**src/rtl/s_p.sv**
```systemverilog
// Serial-to-parallel input stage for the 16-point radix-4 FFT.
// Ping-pong buffer: one bank fills sample by sample while the other drains as four stride-4 groups.
module s_p #(
    parameter int DATA_W = 16,
    parameter int OUT_W  = 17
) (
    input  logic                 clk,
    input  logic                 rst,
    input  logic                 in_valid,
    output logic                 in_ready,
    input  logic [DATA_W-1:0]    in_re,
    input  logic [DATA_W-1:0]    in_im,
    output logic                 out_valid,
    input  logic                 out_ready,
    output logic [8*OUT_W-1:0]   calc_in,
    output logic [2:0]           rotation,
    output logic                 frame_done
);
    localparam int ENT_W = 2 * OUT_W;

    typedef logic [ENT_W-1:0] entry_t;

    entry_t       mem_q [2][16];
    logic         wr_bank_q, wr_bank_d;
    logic [3:0]   wr_ptr_q, wr_ptr_d;
    logic         rd_bank_q, rd_bank_d;
    logic [1:0]   grp_q, grp_d;
    logic [1:0]   full_q, full_d;
    logic         frame_done_q, frame_done_d;
    logic         in_fire, out_fire;
    entry_t       wr_entry;

    assign in_ready   = !full_q[wr_bank_q];
    assign out_valid  = full_q[rd_bank_q];
    assign in_fire    = in_valid && in_ready;
    assign out_fire   = out_valid && out_ready;
    assign rotation   = {1'b0, grp_q};
    assign frame_done = frame_done_q;

    // Each stored entry is {Re, Im}, both sign-extended to OUT_W.
    assign wr_entry = {{(OUT_W-DATA_W){in_re[DATA_W-1]}}, in_re,
                       {(OUT_W-DATA_W){in_im[DATA_W-1]}}, in_im};

    // Lane k of the group is sample grp + 4k: the lane number forms the upper index bits.
    for (genvar gi = 0; gi < 4; gi++) begin : g_lane
        localparam logic [1:0] LANE = 2'(gi);
        assign calc_in[gi*ENT_W +: ENT_W] = mem_q[rd_bank_q][{LANE, grp_q}];
    end

    always_comb begin
        wr_ptr_d     = wr_ptr_q;
        wr_bank_d    = wr_bank_q;
        rd_bank_d    = rd_bank_q;
        grp_d        = grp_q;
        full_d       = full_q;
        frame_done_d = 1'b0;
        if (in_fire) begin
            wr_ptr_d = wr_ptr_q + 4'd1;
            if (wr_ptr_q == 4'd15) begin
                full_d[wr_bank_q] = 1'b1;
                wr_bank_d         = ~wr_bank_q;
            end
        end
        // Writer and reader never touch the same full bit in one cycle, so both updates compose.
        if (out_fire) begin
            grp_d = grp_q + 2'd1;
            if (grp_q == 2'd3) begin
                full_d[rd_bank_q] = 1'b0;
                rd_bank_d         = ~rd_bank_q;
                frame_done_d      = 1'b1;
            end
        end
    end

    always_ff @(posedge clk or posedge rst) begin
        if (rst) begin
            wr_ptr_q     <= '0;
            wr_bank_q    <= 1'b0;
            rd_bank_q    <= 1'b0;
            grp_q        <= '0;
            full_q       <= '0;
            frame_done_q <= 1'b0;
        end else begin
            wr_ptr_q     <= wr_ptr_d;
            wr_bank_q    <= wr_bank_d;
            rd_bank_q    <= rd_bank_d;
            grp_q        <= grp_d;
            full_q       <= full_d;
            frame_done_q <= frame_done_d;
        end
    end

    always_ff @(posedge clk or posedge rst) begin
        if (rst) begin
            for (int b = 0; b < 2; b++) begin
                for (int e = 0; e < 16; e++) begin
                    mem_q[b][e] <= '0;
                end
            end
        end else if (in_fire) begin
            mem_q[wr_bank_q][wr_ptr_q] <= wr_entry;
        end
    end
endmodule
```
**config.mk**
```make
export PLATFORM = sky130hd
export DESIGN_NAME = s_p
export DESIGN_NICKNAME = d
export VERILOG_FILES = /design/src/rtl/s_p.sv
export SDC_FILE = /design/constraint.sdc
export NUM_CORES = 2
export LEC_CHECK = 0
export BUFFER_PORTS_ARGS = -buffer_cell sky130_fd_sc_hd__buf_4
export CORE_MARGIN = 1.5
export CORE_UTILIZATION = 40
export CTS_BUF_LIST = sky130_fd_sc_hd__clkbuf_8
export DETAILED_ROUTE_END_ITERATION = 8
export SLEW_MARGIN = 10
export SYNTH_ARGS = -nofsm -noshare
export SYNTH_HDL_FRONTEND = slang
export SYNTH_SLANG_ARGS = --single-unit
```
**constraint.sdc**
```tcl
create_clock -name clk -period 75 [get_ports clk]
set_clock_uncertainty 0.1 [all_clocks]
set_input_delay 7.5 -clock clk [delete_from_list [all_inputs] [get_ports clk]]
set_output_delay 7.5 -clock clk [all_outputs]
set_load 0.005 [all_outputs]
```
Yosys cells after proc, flatten, opt, wreduce, memory -nomap -nowiden
Cells that the tools add are included.
{"block": "totals", "register_bits": 1099, "in_bits": 36, "word_cells": 110, "output_inout_bits": 142}
{"block": "op_classes", "n_reduce_logical": 9, "n_addsub": 2, "n_lt_le_gt_ge": 13, "mux": 34, "eq_ne": 2, "bitwise_logic": 12}
{"op": "$mux W544", "count": 4}
{"op": "$bwmux W1088", "count": 1}
{"op": "$bmux W34 S4", "count": 4}
{"op": "$demux W544 S1", "count": 1}
{"op": "$mux W34", "count": 9}
{"op": "$demux W34 S4", "count": 1}
{"op": "$ge A5 B5 Y1 const B", "count": 5}
{"op": "$not A4 Y5", "count": 3}
{"op": "$mux W1", "count": 8}
{"op": "$mux W2", "count": 4}
{"op": "$logic_and A1 B1 Y1", "count": 6}
{"op": "$lt A5 B1 Y1 const B", "count": 1}
{"op": "$not A2 Y5", "count": 1}
{"op": "$not A3 Y5", "count": 1}
{"op": "$add A4 B1 Y4 const B", "count": 1}
{"op": "$eq A4 B4 Y1 const B", "count": 1}
{"op": "$ge A2 B2 Y1 const B", "count": 2}
{"op": "$lt A1 B2 Y1 const B", "count": 2}
{"op": "$not A1 Y2", "count": 2}
{"op": "$reduce_and A2 Y1", "count": 2}
{"op": "$add A2 B1 Y2 const B", "count": 1}
{"op": "$and A2 B2 Y2", "count": 1}
{"op": "$demux W1 S1", "count": 2}
{"op": "$eq A2 B2 Y1 const B", "count": 1}
{"op": "6 further kinds", "count": 8}

Longest topological paths before layout
{"block": "depth", "ltp_word": 10, "ltp_mapped": 7, "ltp_nobuf": 5}

Worst setup path before layout
No wires, ideal clock.
{"block": "synth_path", "path_type": "reg-to-output", "from": "reg grp_q[1]", "to": "out calc_in[16]", "path_stages_with_launch": 8, "t_required_ns": 67.400, "t_arrival_ns": 1.844, "path_slack_ns": 65.556, "cell_sequence": "dfrtp_1 > clkbuf_1 > buf_4 > buf_2 > buf_2 > mux4_2 > mux2_2 > buf_4"}
{"block": "synth_via", "elab_chain_len": 4}
{"element": "start: declaration", "line": "27", "rtl": "logic [1:0] grp_q, grp_d;"}
{"element": "start signal: assignment", "line": "87", "rtl": "grp_q <= grp_d;"}
{"element": "$not A2 Y5 (implied by the code)", "line": "47", "rtl": "assign calc_in[gi*ENT_W +: ENT_W] = mem_q[rd_bank_q][{LANE, grp_q}];"}
{"element": "$bmux W34 S4", "line": "47"}
{"element": "$mux W34 (implied by the code) (2 in series)", "line": "47"}
{"element": "end: declaration", "line": "15", "rtl": "output logic [8*OUT_W-1:0] calc_in,"}
No other way between the ends. The select of a mux whose other input is x is not followed.

Worst setup path in the final report
{"block": "layout_path", "from": "reg grp_q[1]", "to": "out calc_in[118]"}
{"block": "layout_via", "elab_chain_len": 4}
{"element": "$not A4 Y5 (implied by the code)", "line": "47"}
{"element": "$bmux W34 S4", "line": "47"}
{"element": "$mux W34 (implied by the code) (2 in series)", "line": "47"}
No other way between the ends. The select of a mux whose other input is x is not followed.

==> out/metrics.cfg <==
[pwr]
leakage_nw = 24.4
power_switching_uw = 701
ir_drop_mv = 0.0290
p_sw_share_pct = 31.1
pwr-share-clk_pct = 23.0
pwr-share-comb_pct = 36.3
power.density_nw_per_um2 = 42.7
seqPwrFrac_pct = 40.6
power.internal_mw = 1.56

[timing]
whs_ns = 0.377
relSlewSlack_pct = 24.8
rsz0062_at_grt = no
fin_crit_sh_pct = 17.4
hold_violations = 0
setup-violations-final = 0
drv_slew = 0
worst_slew_pin_slew_ns = 1.13
max_freq_ghz = 0.0768
fin_tns_setup_ns = 0
finalWorstSetupSlack_ns = 61.98
finalCriticalPeriod_ns = 13.02

[final_layout]
area_delta_synth_final_pct = 12.5
drive_gt1_share_pct = 39.1
fin_util_pct = 45.5
nNetsFinal = 2961
n_fill_cell = 10160
instances_no_fill = 4586

[synthesis]
avgSynthCellArea_um2 = 16.8
yosysUniqueCellTypes = 33
yosysTopAreaCell = dfrtp_1
synthTopCellsByArea = dfrtp_1 (55%), mux2_1 (17%), mux4_2 (12%)
syn_nets = 2846
netlist.area_leader.share_pct = 55.1
postSynthCellCount = 2805
ys.warnings.count = 0
synth_area_um2 = 47000
synth_seq_cells = 1035
ys_seq_area_share_pct = 55.1

[placement]
place.gp.congestion = 0.733
place_inst = 4263
portBuffers = 176
dp_hpwl_mm = 69.3
dp_slack_ns = 62.76

[route]
vias = 25365
drt-vias-per-instance = 5.53
first_iter_violations = 1478
drc = 0
ant_nets = 0
wl_per_cell_um = 26.3
totalWireLength_mm = 120
dr.pass1.iters = 5

[clocking]
clock_path_buffers = 3
post-cts-setup-buffers = 0
clk_pin_slew_ns = 0.06
cts_tree = done
hold_buffers = 0
cts_resized = 0
htree_num_levels = 4
insertion_delay_ns = 0.84
cts-root-buf = clkbuf_8
clock_sinks = 1035
cts_buffers = 179

[worst_setup_path]
crit_path_start = grp_q[1]
crit_type = reg2out
cp-end-kind = primary output
critPathMaxStageDelay_ns = 1.02
cp_slowest_cell = dfrtp_4
worstReg2RegStart = wr_ptr_q[0]
worstPathMaxFanout = 60
cp_cell_sequence = buf_4 > buf_4 > buf_4 > mux4_2 > mux2_2 > buf_4
worstPathArrival_ns = 5.42
cp.required_ns = 67.40
cp-start-kind = flip-flop
reg2reg_slack_ns = 71.89
critical_path.most_common_cell = buf_4

[floorplan]
core_um2 = 116000
ios = 178
die_h_um = 346
initial_core_util_pct = 40.4
die_area_um2 = 120000
rows = 125
dieWidth_um = 346

[global_routing]
grt_usage_pct = 20.7
grt_pass1_wl_mm = 187
overflow = 0
grt_start_max_net_pins = 190
grt_pass1_vias = 28886
grt_antenna_before_repair = 4

[run_status]
status = completed

[hold_path]
hp-class = reg2reg
holdCritStartpoint = mem_q[92]

[run]
maxCapViolCount = 0

[routing by layer]
metal / GRT usage, % / vias up / share of wire [%]
met5: 0 / - / 0.013
met4: 5.69 / 2 / 1.9
met3: 4.36 / 169 / 4.7
met2: 33.8 / 485 / 49
met1: 28.0 / 14071 / 44
li1: - / 10638 / -
[area by class of cell]
cell class / count / area [µm²] / share of cell area [%]
inverters: 3 / 18.8 / 0.0355
multi-input cells: 1489 / 19700 / 37.3
flip-flops and latches: 1035 / 25900 / 49.0
well taps: 1524 / 1910 / 3.61
repair buffers: 212 / 1630 / 3.09
diodes: 5 / 12.5 / 0.0237
clock inverters: 85 / 500 / 0.946
clock buffers: 233 / 3210 / 6.06
[cells by family (layout without fill, tap and decap cells)]
family | count (synthesis) | in the layout | synth area share [%]
buffers and inverters | 281 | 533 | 3.47
XOR/XNOR | 4 | 4 | 0.0745
AND/OR/NAND/NOR | 60 | 60 | 1.04
AO/OA/AOI/OAI | 7 | 7 | 0.0905
adder cells (fa/ha/maj) | 5 | 5 | 0.133
other | 1 | 6 | 0.00797
multiplexers | 1412 | 1412 | 40.1
flip-flops | 1035 | 1035 | 55.1
[power by group through the flow]
stage	Clock, mW	Sequential (mW)	Combinational [mW]
floorplan	0	0.870	0.581
global placement	0	0.904	0.818
detailed placement	0	0.926	0.839
CTS	0.537	0.917	0.843
global route	0.565	0.947	0.886
finish	0.520	0.916	0.820
[per-stage QoR]
step	cell area (µm²)	power [mW]
after floorplan	47000	1.45
final	52900	2.26
after global placement	49200	1.72
after CTS	52900	2.30
after detailed placement	49200	1.77
after global routing	52900	2.40
[state kept, by name (all words and copies together) (netlist names)]
name	cells
rd_bank_q	1
wr_ptr_q	4
frame_done	1
full_q	2
grp_q	2
mem_q	1024
wr_bank_q	1
[path summary, 6_finish.rpt]
| check | end | depth (start not counted) |
|---|---|---|
| setup / recovery | calc_in[118] | 6 |
| hold / removal | mem_q[92] | 1 |
| setup reg to reg | mem_q[134] | 6 |
| hold reg to reg | mem_q[92] | 1 |
| max in group asynchronous | mem_q[560] | 5 |
| min in group asynchronous | mem_q[579] | 2 |
[synthesized netlist by cell type]
cell type  instances
clkbuf_1         122
and3_1             1
mux2_2           405
inv_1              3
nand3_1           13
dfrtp_1         1035
conb_1             1
nor2b_1            1
mux2_4            24
nand3b_2           3
and3b_1            1
a21o_1             1
buf_2             77
nand2_1            4
ha_1               5
o21ai_0            4
buf_8             23
nor2_1             8
buf_12             2
nor2_2             9
or3b_4             2
a41oi_1            1
nand3b_1           7
mux2_1           726
mux2i_1            1
xnor2_1            4
mux4_2           256
nor2_8             8
nor3b_2            1
nand3_2            2
buf_4             50
buf_1              4
a31oi_1            1
[worst max-delay path: cells and delay by family, from the launching register on]
family,cells,cell delay [ns]
buffers and inverters,4,2.55
DFF,1,1.02
muxes,2,0.93
[layout by cell type, fill, tap and decap left out, drive strengths merged]
cell	synthesis	final
mux2	1155	1155
dfrtp	1035	1035
mux4	256	256
clkbuf	122	233
buf	156	212
inv	3	74
nor2	25	25
nand3	15	15
nand3b	10	10
clkinv	0	9
diode	0	5
ha	5	5
nand2	4	4
xnor2	4	4
o21ai	4	4
bufinv	0	3
or3b	2	2
clkinvlp	0	2
and3b	1	1
nor3b	1	1
mux2i	1	1
nor2b	1	1
a21o	1	1
a31oi	1	1
a41oi	1	1
and3	1	1
conb	1	1
Power figures use the tool's default switching activity.
